[config.mk]
export PLATFORM = sky130hd
export DESIGN_NAME = latch_bank_ctrl_flat
export DESIGN_NICKNAME = d
export VERILOG_FILES = /design/src/rtl/latch_bank_pkg.sv /design/src/rtl/latch_bank_ctrl_if.sv /design/src/rtl/mlatch.sv /design/src/rtl/latch_bank_ctrl.sv /design/src/flat_wrapper.sv
export SDC_FILE = /design/constraint.sdc
export NUM_CORES = 1
export LEC_CHECK = 0
export CORE_MARGIN = 2
export CORE_UTILIZATION = 51
export DETAILED_ROUTE_END_ITERATION = 12
export MAX_ROUTING_LAYER = met4
export PLACE_DENSITY = 0.76
export RECOVER_POWER = 50
export SYNTH_ARGS = -nofsm -noshare
export SYNTH_HDL_FRONTEND = slang
export SYNTH_SLANG_ARGS = --single-unit
[constraint.sdc]
create_clock -name clock -period 2.24 [get_ports clock]
set_input_delay 0.672 -clock clock [delete_from_list [all_inputs] [get_ports clock]]
set_output_delay 0.672 -clock clock [all_outputs]
set_load 0.03 [all_outputs]
[src/rtl/latch_bank_pkg.sv]
// latch_bank_pkg: command encodings and controller states shared by the latch bank files.
package latch_bank_pkg;
  typedef enum logic [1:0] {
    CMD_WRITE = 2'b00,
    CMD_SET   = 2'b01,
    CMD_CLEAR = 2'b10,
    CMD_NOP   = 2'b11
  } cmd_t;
  typedef enum logic [1:0] {IDLE, STROBE, ACK} state_t;
endpackage

[src/rtl/latch_bank_ctrl_if.sv]
// latch_bank_ctrl_if: two requester handshakes plus the flat latch outputs.
interface latch_bank_ctrl_if #(
  parameter int WIDTH = 8,
  parameter int DEPTH = 8,
  parameter int AW = 3
);
  logic req0, req1, ack0, ack1, err, busy;
  logic [1:0] cmd0, cmd1;
  logic [AW-1:0] addr0, addr1;
  logic [WIDTH-1:0] data0, data1;
  logic [DEPTH*WIDTH-1:0] q;
  modport master (
    output req0, cmd0, addr0, data0, req1, cmd1, addr1, data1,
    input ack0, ack1, err, busy, q
  );
  modport slave (
    input req0, cmd0, addr0, data0, req1, cmd1, addr1, data1,
    output ack0, ack1, err, busy, q
  );
endinterface

[src/rtl/mlatch.sv]
// mlatch: set/reset/gated latch modelled as a transparent output over a clocked hold register.
module mlatch #(
  parameter int WIDTH = 8
) (
  input  logic             clock,
  input  logic             s,
  input  logic             r,
  input  logic             g,
  input  logic [WIDTH-1:0] d,
  output logic [WIDTH-1:0] q
);
  logic [WIDTH-1:0] val_reg;
  assign q = r ? '0 : s ? WIDTH'(1) : g ? d : val_reg;
  always_ff @(posedge clock or posedge r)
    if (r) val_reg <= '0;
    else val_reg <= q;
endmodule

[src/rtl/latch_bank_ctrl.sv]
// latch_bank_ctrl: round-robin arbiter and req/ack FSM driving one-cycle strobes into a bank of mlatch registers.
module latch_bank_ctrl
  import latch_bank_pkg::*;
#(
  parameter int WIDTH = 8,
  parameter int DEPTH = 8,
  parameter int AW = 3
) (
  input logic clock,
  input logic reset,
  latch_bank_ctrl_if.slave bus
);
  state_t state;
  logic ptr, win, oor;
  logic both, pick, sel_oor;
  logic [1:0] sel_cmd;
  logic [AW-1:0] sel_addr;
  logic [WIDTH-1:0] sel_data, data_r;
  logic [DEPTH-1:0] hot, s_vec, r_vec, g_vec;
  always_comb begin
    both = bus.req0 & bus.req1;
    pick = both ? ptr : bus.req1;
    sel_cmd = pick ? bus.cmd1 : bus.cmd0;
    sel_addr = pick ? bus.addr1 : bus.addr0;
    sel_data = pick ? bus.data1 : bus.data0;
    sel_oor = 32'(sel_addr) >= DEPTH;
    hot = sel_oor ? '0 : DEPTH'(1) << sel_addr;
  end
  // Strobe vectors are decoded at grant so they are live for exactly the STROBE cycle.
  always_ff @(posedge clock or posedge reset)
    if (reset) begin
      state <= IDLE;
      ptr <= 1'b0;
      win <= 1'b0;
      oor <= 1'b0;
      data_r <= '0;
      s_vec <= '0;
      r_vec <= '0;
      g_vec <= '0;
      bus.ack0 <= 1'b0;
      bus.ack1 <= 1'b0;
      bus.err <= 1'b0;
      bus.busy <= 1'b0;
    end else begin
      case (state)
        IDLE:
          if (bus.req0 | bus.req1) begin
            state <= STROBE;
            bus.busy <= 1'b1;
            win <= pick;
            oor <= sel_oor;
            data_r <= sel_data;
            g_vec <= sel_cmd == CMD_WRITE ? hot : '0;
            s_vec <= sel_cmd == CMD_SET ? hot : '0;
            r_vec <= sel_cmd == CMD_CLEAR ? hot : '0;
            if (both) ptr <= ~pick;
          end
        STROBE: begin
          state <= ACK;
          g_vec <= '0;
          s_vec <= '0;
          r_vec <= '0;
          bus.ack0 <= ~win;
          bus.ack1 <= win;
          bus.err <= oor;
        end
        ACK:
          if (!(win ? bus.req1 : bus.req0)) begin
            state <= IDLE;
            bus.ack0 <= 1'b0;
            bus.ack1 <= 1'b0;
            bus.err <= 1'b0;
            bus.busy <= 1'b0;
          end
        default: state <= IDLE;
      endcase
    end
  for (genvar i = 0; i < DEPTH; i++) begin : g_bank
    mlatch #(.WIDTH(WIDTH)) u_latch (
      .clock(clock),
      .s(s_vec[i]),
      .r(r_vec[i] | reset),
      .g(g_vec[i]),
      .d(data_r),
      .q(bus.q[i*WIDTH +: WIDTH])
    );
  end
endmodule

[src/flat_wrapper.sv]
// flat-port wrapper written by rule: the top's interface ports become plain ports
module latch_bank_ctrl_flat import latch_bank_pkg::*;
#(
  parameter int WIDTH = 8,
  parameter int DEPTH = 8,
  parameter int AW = 3
)
  (clock, reset, bus_req0, bus_cmd0, bus_addr0, bus_data0, bus_req1, bus_cmd1, bus_addr1, bus_data1, bus_ack0, bus_ack1, bus_err, bus_busy, bus_q);
  latch_bank_ctrl_if #(.WIDTH(WIDTH), .DEPTH(DEPTH), .AW(AW)) bus_i ();
  input logic clock;
  input logic reset;
  input wire logic [$bits(bus_i.req0)-1:0] bus_req0;
  input wire logic [$bits(bus_i.cmd0)-1:0] bus_cmd0;
  input wire logic [$bits(bus_i.addr0)-1:0] bus_addr0;
  input wire logic [$bits(bus_i.data0)-1:0] bus_data0;
  input wire logic [$bits(bus_i.req1)-1:0] bus_req1;
  input wire logic [$bits(bus_i.cmd1)-1:0] bus_cmd1;
  input wire logic [$bits(bus_i.addr1)-1:0] bus_addr1;
  input wire logic [$bits(bus_i.data1)-1:0] bus_data1;
  output wire logic [$bits(bus_i.ack0)-1:0] bus_ack0;
  output wire logic [$bits(bus_i.ack1)-1:0] bus_ack1;
  output wire logic [$bits(bus_i.err)-1:0] bus_err;
  output wire logic [$bits(bus_i.busy)-1:0] bus_busy;
  output wire logic [$bits(bus_i.q)-1:0] bus_q;
  assign bus_i.req0 = bus_req0;
  assign bus_i.cmd0 = bus_cmd0;
  assign bus_i.addr0 = bus_addr0;
  assign bus_i.data0 = bus_data0;
  assign bus_i.req1 = bus_req1;
  assign bus_i.cmd1 = bus_cmd1;
  assign bus_i.addr1 = bus_addr1;
  assign bus_i.data1 = bus_data1;
  assign bus_ack0 = bus_i.ack0;
  assign bus_ack1 = bus_i.ack1;
  assign bus_err = bus_i.err;
  assign bus_busy = bus_i.busy;
  assign bus_q = bus_i.q;
  latch_bank_ctrl #(.WIDTH(WIDTH), .DEPTH(DEPTH), .AW(AW)) u_core (.clock(clock), .reset(reset), .bus(bus_i));
endmodule
[After elaboration in Yosys (flattened, before gate mapping)]
Index checks and enable logic that the tools add are counted.
Word-level totals
  latch bits: 0
  register bits after elaboration: 104
  logic and storage cells: 96
  RAM bits: 0
  output and inout bits: 68
  memories: 0
  bits in read-only memories: 0
  input bits: 30
Cells by class
  bitwise operators: 12
  $mul: 0
  div/mod/pow operators: 0
  muxes and demuxes: 47
  reductions and logical operators: 11
  shift-type cells: 1
  eq/ne operators: 6
  order comparisons: 0
  add/subtract/negate cells: 0
Operator list (count)
  $mux 8: 31
  $pmux 8 s2: 3
  $or 1x1->1: 9
  $pmux 1 s2: 4
  $reduce_and 2->1: 4
  $shl 1x3->8 const A: 1
  $mux 2: 3
  $pmux 2 s3: 1
  $reduce_and 3->1: 2
  $reduce_bool 2->1: 3
  $eq 2x1->1 const B: 2
  $eq 2x2->1 const B: 2
  $logic_not 2->1: 2
  $mux 1: 4
  $mux 3: 1
  $ne 2x1->1 const B: 1
  $ne 2x2->1 const B: 1
  $not 1->1: 2
  $and 1x1->1: 1

[Logic depth before layout (Yosys ltp)]
Gate-level depths: netlist of run 1.
  depth after elaboration: 7
  depth in mapped cells: 6
  mapped depth without buffers: 5

[Hierarchy]
From an unflattened synthesis of run 1, not the netlist that was laid out.
Second synthesis, totals
  cell total of the unflattened synthesis: 398
  area, all modules: 4581.9 sq um
By module, submodules not included
  mlatch: area each 337.8 sq um, times used 8, seq. area each 200.2 sq um, cells an instance 29
  latch_bank_ctrl: area each 1879.3 sq um, times used 1, seq. area each 975.9 sq um, cells an instance 166

[Worst setup path after synthesis of run 1]
Ideal clock, no wire load.
  path type: input to output
  start point: input port reset
  end point: output port bus_q[57]
  cell stages on the path: 4
  path buffers: 2
  required time: 1.568 ns
  data arrival time: 1.767 ns
  slack: -0.199 ns
  cells stage by stage: clkbuf_1 or3_1 clkbuf_1 nor2_1
On the way
  word-level cells in the longest chain between the ends: 2
Ends and longest elaborated chain
  start: declaration: line flat_wrapper.sv:11  | input logic reset;
  $or 1x1->1: line latch_bank_ctrl.sv:82  | .r(r_vec[i] | reset),
  $mux 8: line mlatch.sv:13  | assign q = r ? '0 : s ? WIDTH'(1) : g ? d : val_reg;
  end: declaration: line flat_wrapper.sv:24  | output wire logic [$bits(bus_i.q)-1:0] bus_q;
Every way passes these cells.

[Worst setup path in the final report of run 1]
  start point: input port reset
  end point: output port bus_q[41]
The elaborated chain is that of the path after synthesis.

==> results of run 1 <==
-- where the power goes --
group	switching (mW)	internal (mW)
registers	0.381	2.06
logic	0.928	0.696
clock network	0.619	0.464
-- kinds of logic (layout without fill, tap and decap cells) --
kind of cell | Yosys count | after routing | synth area share, %
and+or+nand+nor | 120 | 120 | 11.4
AOI/OAI and AO/OA | 71 | 71 | 11.8
buffers and inverters | 44 | 199 | 4.02
muxes | 73 | 73 | 16.2
xor gates and xnor gates | 1 | 1 | 0.191
other | 1 | 1 | 0.0820
DFF | 103 | 103 | 56.3
-- routing by layer --
metal,GRT usage [%],up-vias
met5,-,-
met4,7.06,0
met3,5.67,12
met2,45.2,137
met1,35.2,1871
li1,-,1731
-- layout make-up --
cell class                      instances  area (um2)
Sequential cell                       103        2580
Timing Repair Buffer                  174        1650
Inverter                               10        42.5
Fill cell                             543        1870
Clock inverter                          4        30.0
Clock buffer                           11         151
Multi-Input combinational cell        266        2250
Tap cell                              108         135
-- worst min-delay path: cells and delay by family, from the launching register on --
kind          cells  cell delay (ps)
buf+inv           1              380
simple gates      1              130
flops             1              410
-- path summary, 6_finish.rpt --
path,end,startpoint,depth (start not counted),slack (ps)
setup / recovery,bus_q[41],reset,5,-140
hold / removal,u_core.g_bank[0].u_latch.val_reg[0]$_DFF_PN0_,u_core.r_vec[0]$_DFFE_PP0P_,2,470
setup reg to reg,u_core.s_vec[4]$_DFFE_PP0P_,u_core.ptr$_DFFE_PP0P_,4,560
hold reg to reg,u_core.g_bank[0].u_latch.val_reg[0]$_DFF_PN0_,u_core.r_vec[0]$_DFFE_PP0P_,2,470
max in group asynchronous,u_core.g_vec[6]$_DFFE_PP0P_,reset,5,690
min in group clock,u_core.ptr$_DFFE_PP0P_,u_core.ptr$_DFFE_PP0P_,1,520
-- Yosys cell counts (3+ instances only) --
| cell type | instances | share of area [%] |
|---|---|---|
| a211oi_1 | 3 | 0.49 |
| a21oi_1 | 3 | 0.33 |
| a22o_1 | 9 | 1.7 |
| a32o_1 | 6 | 1.3 |
| buf_1 | 7 | 0.57 |
| buf_2 | 5 | 0.55 |
| clkbuf_1 | 20 | 1.6 |
| dfrtp_1 | 103 | 56 |
| inv_1 | 8 | 0.66 |
| mux2_2 | 8 | 2.0 |
| mux2i_1 | 65 | 14 |
| nand2_1 | 21 | 1.7 |
| nand2b_1 | 4 | 0.55 |
| nor2_1 | 70 | 5.7 |
| nor4_1 | 5 | 0.68 |
| o21a_1 | 8 | 1.3 |
| o21a_4 | 3 | 0.98 |
| o21ai_0 | 12 | 1.3 |
| o21ai_1 | 10 | 1.1 |
| or3_1 | 9 | 1.2 |
-- through the flow --
step	power (mW)	worst slack (ps)	instance area, um2	util [%]
CTS	5.07	-96.3	6750	77.4
finish	5.14	-138	6850	78.5
floorplan	3.21	-122	4720	-
global placement	3.83	-641	5940	68.1
detailed placement	3.86	-664	5940	68.1
global route	5.36	-141	6850	78.5
-- repair_timing --
action,4_1_cts,5_1_grt
pin swaps,43,13
endpoints found under the setup margin,64,65
cloned,1,0
buffers inserted,16,9
gates resized for setup,122,33
==> summary.txt, run 1 <==
STA
------------------------------------------------------------------------------------------
Worst slew pin tran                                                                 866 ps
Final slew viol count                                                                    0
Worst slew slack as a fraction of its limit                                          42.3%
Total negative setup slack                                                        -5100 ps
Part of the cycle the worst path needs                                                106%
Final hold viol count                                                                    0
RSZ-0062 raised after global routing                                                  true
Max Freq                                                                           420 MHz
Crit path setup slack, layout                                                      -138 ps
Final setup violation count                                                             62
Worst clock skew                                                                   7.82 ps
Smallest hold slack                                                                 472 ps
Final period demand of the worst path                                              2380 ps

SYNTH
------------------------------------------------------------------------------------------
Count of yosys warnings during synthesis                                                 0
Post-synthesis average cell area                                                  11.1 um2
EDFF count, synth                                                                        0
Post-synthesis instance area                                                      4580 um2
Register bit total from synthesis                                                      103
Most used DFF post-synth                                                           dfrtp_1
Seq/Total Area, Yosys                                                                56.3%
Async set or reset register ratio after synthesis                                     100%
Net Count, Synth                                                                       443
Number of distinct library cells after synthesis                                        48
Gate count of the mapped netlist                                                       413

ROUTE
------------------------------------------------------------------------------------------
Wire length per cell after detailed routing                                        19.2 um
Drt first-iter violations                                                              181
Via count                                                                             3751
Vias per inst                                                                         5.55
Total wire length                                                                 13000 um
DR DRC count                                                                             0
Detailed-route wire length on metal 1                                              5440 um
Wire length on met2                                                                6560 um
Length of routed met3 wiring                                                        794 um
Remaining number of nets flagged by the antenna check after routing                      0
Pre-Repair DR Iteration Count                                                            5
Top metal layer carrying routed signals                                               met4

PLACE
------------------------------------------------------------------------------------------
DP HPWL                                                                            8380 um
Final weighted congestion in routability-driven placement                            0.806
Count of port buffers added during placement                                            96
Placed insts                                                                           636

CRITICAL PATH
------------------------------------------------------------------------------------------
Data arrival time of the critical path                                             1710 ps
Critical Path End Type                                                         output port
Crit path buffers/inverters                                                              3
Critical path cell sequence                                                   buf_8 -> buf_12 -> or3_4 -> nor2_4 -> buf_6
Kind of start point of the critical path                                      primary input
Crit-path max cell delay                                                            480 ps
Crit path max-delay family                                                    simple AND/OR/NAND/NOR gates
Worst Path Required                                                                1570 ps
Biggest fanout along the worst timing path                                               8
Path type of the worst setup path                                                   in2out
Library cell contributing the largest single delay on the critical path              or3_4

WORST HOLD PATH
------------------------------------------------------------------------------------------
Worst min-delay path class                                                       reg2async

GRT
------------------------------------------------------------------------------------------
Number of global-route vias before repair                                             3870
Number of antenna violations at the first check in global routing                        0
Overall track demand over capacity in global routing                                 27.5%
Maximum number of pins on one net before global-route repair                            25
First-pass GRT wire length                                                        20100 um
Aggregate global routing overflow                                                        0

FLOORPLAN
------------------------------------------------------------------------------------------
Boundary Pins                                                                           98
Die Wd                                                                             98.7 um
Die boundary height                                                                98.7 um
Total number of placement rows                                                          34
Die footprint                                                                     9750 um2
Starting density of the core                                                         52.5%
Core area                                                                         8720 um2

PWR
------------------------------------------------------------------------------------------
Leakage power figure                                                               2.99 nW
Power density over the cells                                                    751 nW/um2
Worst IR Drop VDD                                                                 0.683 mV

CELLS AND AREA
------------------------------------------------------------------------------------------
Most frequent cells in the layout                                             dfrtp_1 (99), mux2i_1 (65), buf_6 (65)
Largest register FFs                                                                    64
Number of nets in the final layout                                                     594
Area delta synth->final                                                              49.6%
Most common cell after layout, fill and taps aside                                 dfrtp_1
Diode count                                                                              0
Fraction of layout cells with a size suffix above 1                                  40.7%
Final cell count without fillers                                                       676

CTS
------------------------------------------------------------------------------------------
Clock latency of the later-clocked register in the worst-skew pair                  360 ps
Clock edge transition at the registers on the reported setup and hold paths          90 ps
Clock root buffer                                                                 clkbuf_8
Clock sinks                                                                            103
CTS tree                                                                               yes
CTS Hold Bufs                                                                            0
Worst-case clock buffer depth                                                            2
CTS buffer count                                                                         9
H-tree depth reported by CTS                                                             3

OUTCOME
------------------------------------------------------------------------------------------
Result of the run                                                             finished with violations
Violations in the final reports                                               negative setup slack

RUN
------------------------------------------------------------------------------------------
Number of maximum-capacitance constraint violations                                      0

Note: power is estimated with default switching activity, not from simulation.
==> run 2: changes to the inputs <==
--- a/config.mk
+++ b/config.mk
@@ -11,6 +11,7 @@
 export MAX_ROUTING_LAYER = met4
 export PLACE_DENSITY = 0.76
 export RECOVER_POWER = 50
+export REMOVE_ABC_BUFFERS = 1
 export SYNTH_ARGS = -nofsm -noshare
 export SYNTH_HDL_FRONTEND = slang
 export SYNTH_SLANG_ARGS = --single-unit
==> run 2 against run 1 <==
The flow still finishes with violations (negative setup slack). Clock power hardly changed. Core utilization fell by 0.16 points. Register-to-register slack better by 20 ps. Non-clock buffer count unchanged. Sequential share of layout area is 0.058 points higher. Final area down 0.20%. Count of clock-buffer cells in the layout rose by 1. Largest power group unchanged.
==> summary.txt, run 2 (synthesis gave the netlist of run 1 again) <==
OUTCOME
------------------------------------------------------------------------------------------
Result of the run                                                             finished with violations
Violations in the final reports                                               negative setup slack

STA
------------------------------------------------------------------------------------------
Final hold viol count                                                                    0
Worst slew slack as a fraction of its limit                                          48.7%
Worst slew pin tran                                                                 759 ps
Crit path setup slack, layout                                                      -144 ps
Part of the cycle the worst path needs                                                106%
Max Freq                                                                           419 MHz
Final setup violation count                                                             63
Final period demand of the worst path                                              2380 ps
Worst clock skew                                                                   8.17 ps
RSZ-0062 raised after global routing                                                  true
Final slew viol count                                                                    0

PWR
------------------------------------------------------------------------------------------
Internal portion of total power                                                    3.16 mW
Clock share of power                                                                 20.7%
Power density over the cells                                                    742 nW/um2
Sw power                                                                           1.91 mW
Proportion of total power due to net switching                                       37.7%
Combinational fraction of design power                                               30.7%
Part of the total power dissipated in sequential elements                            48.6%
Worst IR Drop VDD                                                                 0.638 mV
Leakage power figure                                                               2.99 nW

ROUTE
------------------------------------------------------------------------------------------
Remaining number of nets flagged by the antenna check after routing                      0
Vias per inst                                                                         5.57
Total wire length                                                                 13300 um
Pre-Repair DR Iteration Count                                                            5
Via count                                                                             3764
Wire length per cell after detailed routing                                        19.7 um
Drt first-iter violations                                                              137
DR DRC count                                                                             0

CELLS AND AREA
------------------------------------------------------------------------------------------
Most frequent cells in the layout                                             dfrtp_1 (100), buf_4 (75), mux2i_1 (65)
Final cell count without fillers                                                       676
Area delta synth->final                                                              49.3%
Number of nets in the final layout                                                     594
Seq. cell area                                                                    2580 um2
Area of the multi-input gates                                                     2260 um2
Fillcell total                                                                         540
Diode count                                                                              0
Most common cell after layout, fill and taps aside                                 dfrtp_1
Largest register FFs                                                                    64
Fraction of layout cells with a size suffix above 1                                  42.6%

GRT
------------------------------------------------------------------------------------------
First-pass GRT wire length                                                        19800 um
Overall track demand over capacity in global routing                                 26.8%
Met1 GRT Util                                                                        36.3%
Global Route met3 Usage                                                              3.83%
Maximum number of pins on one net before global-route repair                            34
Most Used Layer, Global Route                                                         met2
Number of global-route vias before repair                                             3780
Number of antenna violations at the first check in global routing                        0
Aggregate global routing overflow                                                        0
Global routing usage on met2                                                         42.9%

CRITICAL PATH
------------------------------------------------------------------------------------------
Crit-path max cell delay                                                            500 ps
Critical path cell sequence                                                   buf_8 -> buf_6 -> or3_4 -> nor2_4 -> buf_6
Worst path most repeated cell                                                        buf_6
Library cell contributing the largest single delay on the critical path              or3_4
Path type of the worst setup path                                                   in2out
Crit path max-delay family                                                    simple AND/OR/NAND/NOR gates
Crit path buffers/inverters                                                              3
Data arrival time of the critical path                                             1710 ps
Crit Reg-Reg Startpoint                                                       u_core.ptr$_DFFE_PP0P_
Kind of start point of the critical path                                      primary input
Worst Path Required                                                                1570 ps
Biggest fanout along the worst timing path                                               7
Critical Path End Type                                                         output port
Setup crit start                                                                     reset

CTS
------------------------------------------------------------------------------------------
CTS buffer count                                                                         9
CTS Hold Bufs                                                                            0
Clock sinks                                                                            103
Clock root buffer                                                                 clkbuf_8
CTS tree                                                                               yes
Worst-case clock buffer depth                                                            2
Clock edge transition at the registers on the reported setup and hold paths         100 ps
H-tree depth reported by CTS                                                             3
Clock latency of the later-clocked register in the worst-skew pair                  360 ps

PLACE
------------------------------------------------------------------------------------------
Count of port buffers added during placement                                            96
Placement-stage worst setup slack                                                  -648 ps
DP HPWL                                                                            7900 um
Placed insts                                                                           629
Final weighted congestion in routability-driven placement                            0.831

FLOORPLAN
------------------------------------------------------------------------------------------
Core area                                                                         8720 um2
Total number of placement rows                                                          34
Die boundary height                                                                98.7 um
Die footprint                                                                     9750 um2
Die Wd                                                                             98.7 um
Starting density of the core                                                         52.5%
Boundary Pins                                                                           98

WORST HOLD PATH
------------------------------------------------------------------------------------------
Worst min-delay path class                                                       reg2async

RUN
------------------------------------------------------------------------------------------
Number of maximum-capacitance constraint violations                                      0

==> run 2: changes by cell type in the layout (fill, tap and decap cells not counted), sizes merged <==
cell      previous run  this run
inv                 10         9
buf                130       142
bufbuf               1         0
clkinv               3         2
clkbuf              23        13
clkinvlp             1         2
==> run 2: power by group through the flow <==
stage          Sequential (mW)  Combinational [mW]  Clock, mW
2_1_floorplan             2.35               0.724          0
3_3_place_gp              2.50                1.24          0
3_5_place_dp              2.50                1.28          0
4_1_cts                   2.47                1.42       1.05
5_1_grt                   2.49                1.67       1.15
6_report                  2.46                1.56       1.05
==> run 2: routing by layer <==
layer,vias to the layer above,routed length (um)
met3,21,650
met1,1892,5610
met5,-,0
met2,122,6800
met4,0,234
li1,1729,-
==> run 2: what timing repair did <==
action / in CTS / in global routing
endpoints found under the hold margin: 0 / 0
endpoints found under the setup margin: 64 / 63
setup buffers: 18 / 13
gates cloned: 1 / 0
pin swaps: 38 / 22
gates resized for setup: 159 / 38
==> run 2: worst paths after layout <==
check	cells after the start	slack (ps)	endpoint
min in group clock	1	490	u_core.ptr$_DFFE_PP0P_
setup reg to reg	4	580	u_core.g_vec[4]$_DFFE_PP0P_
hold reg to reg	2	360	u_core.g_bank[5].u_latch.val_reg[4]$_DFF_PN0_
setup / recovery	5	-140	bus_q[35]
hold / removal	2	360	u_core.g_bank[5].u_latch.val_reg[4]$_DFF_PN0_
max in group asynchronous	5	1070	u_core.g_bank[1].u_latch.val_reg[7]$_DFF_PN0_
==> run 2: through the flow <==
| step | hold slack (ps) | TNS, ps | util (%) | instance area (um2) | power, mW |
|---|---|---|---|---|---|
| finish | 358 | -6200 | 78.4 | 6830 | 5.07 |
| CTS | 342 | -4600 | 75.7 | 6600 | 4.94 |
| detailed placement | 366 | -36990 | 65.8 | 5740 | 3.78 |
| global placement | 356 | -35560 | 65.8 | 5740 | 3.74 |
| floorplan | 341 | -1060 | - | 4430 | 3.08 |
| global route | 372 | -7220 | 78.4 | 6830 | 5.31 |
==> run 2: final cells by class <==
class / count / area share, %
timing repair buffer: 174 / 24.1
tap: 108 / 1.98
multi-input combinational: 266 / 33.1
clock buffer: 12 / 2.12
sequential: 103 / 37.8
clock inverter: 3 / 0.293
inverter: 10 / 0.623
==> run 2: worst min-delay path, stage by stage, from the launching register on <==
cell and delay, ps:
dfrtp_1 430, nor2_2 110, buf_4 170
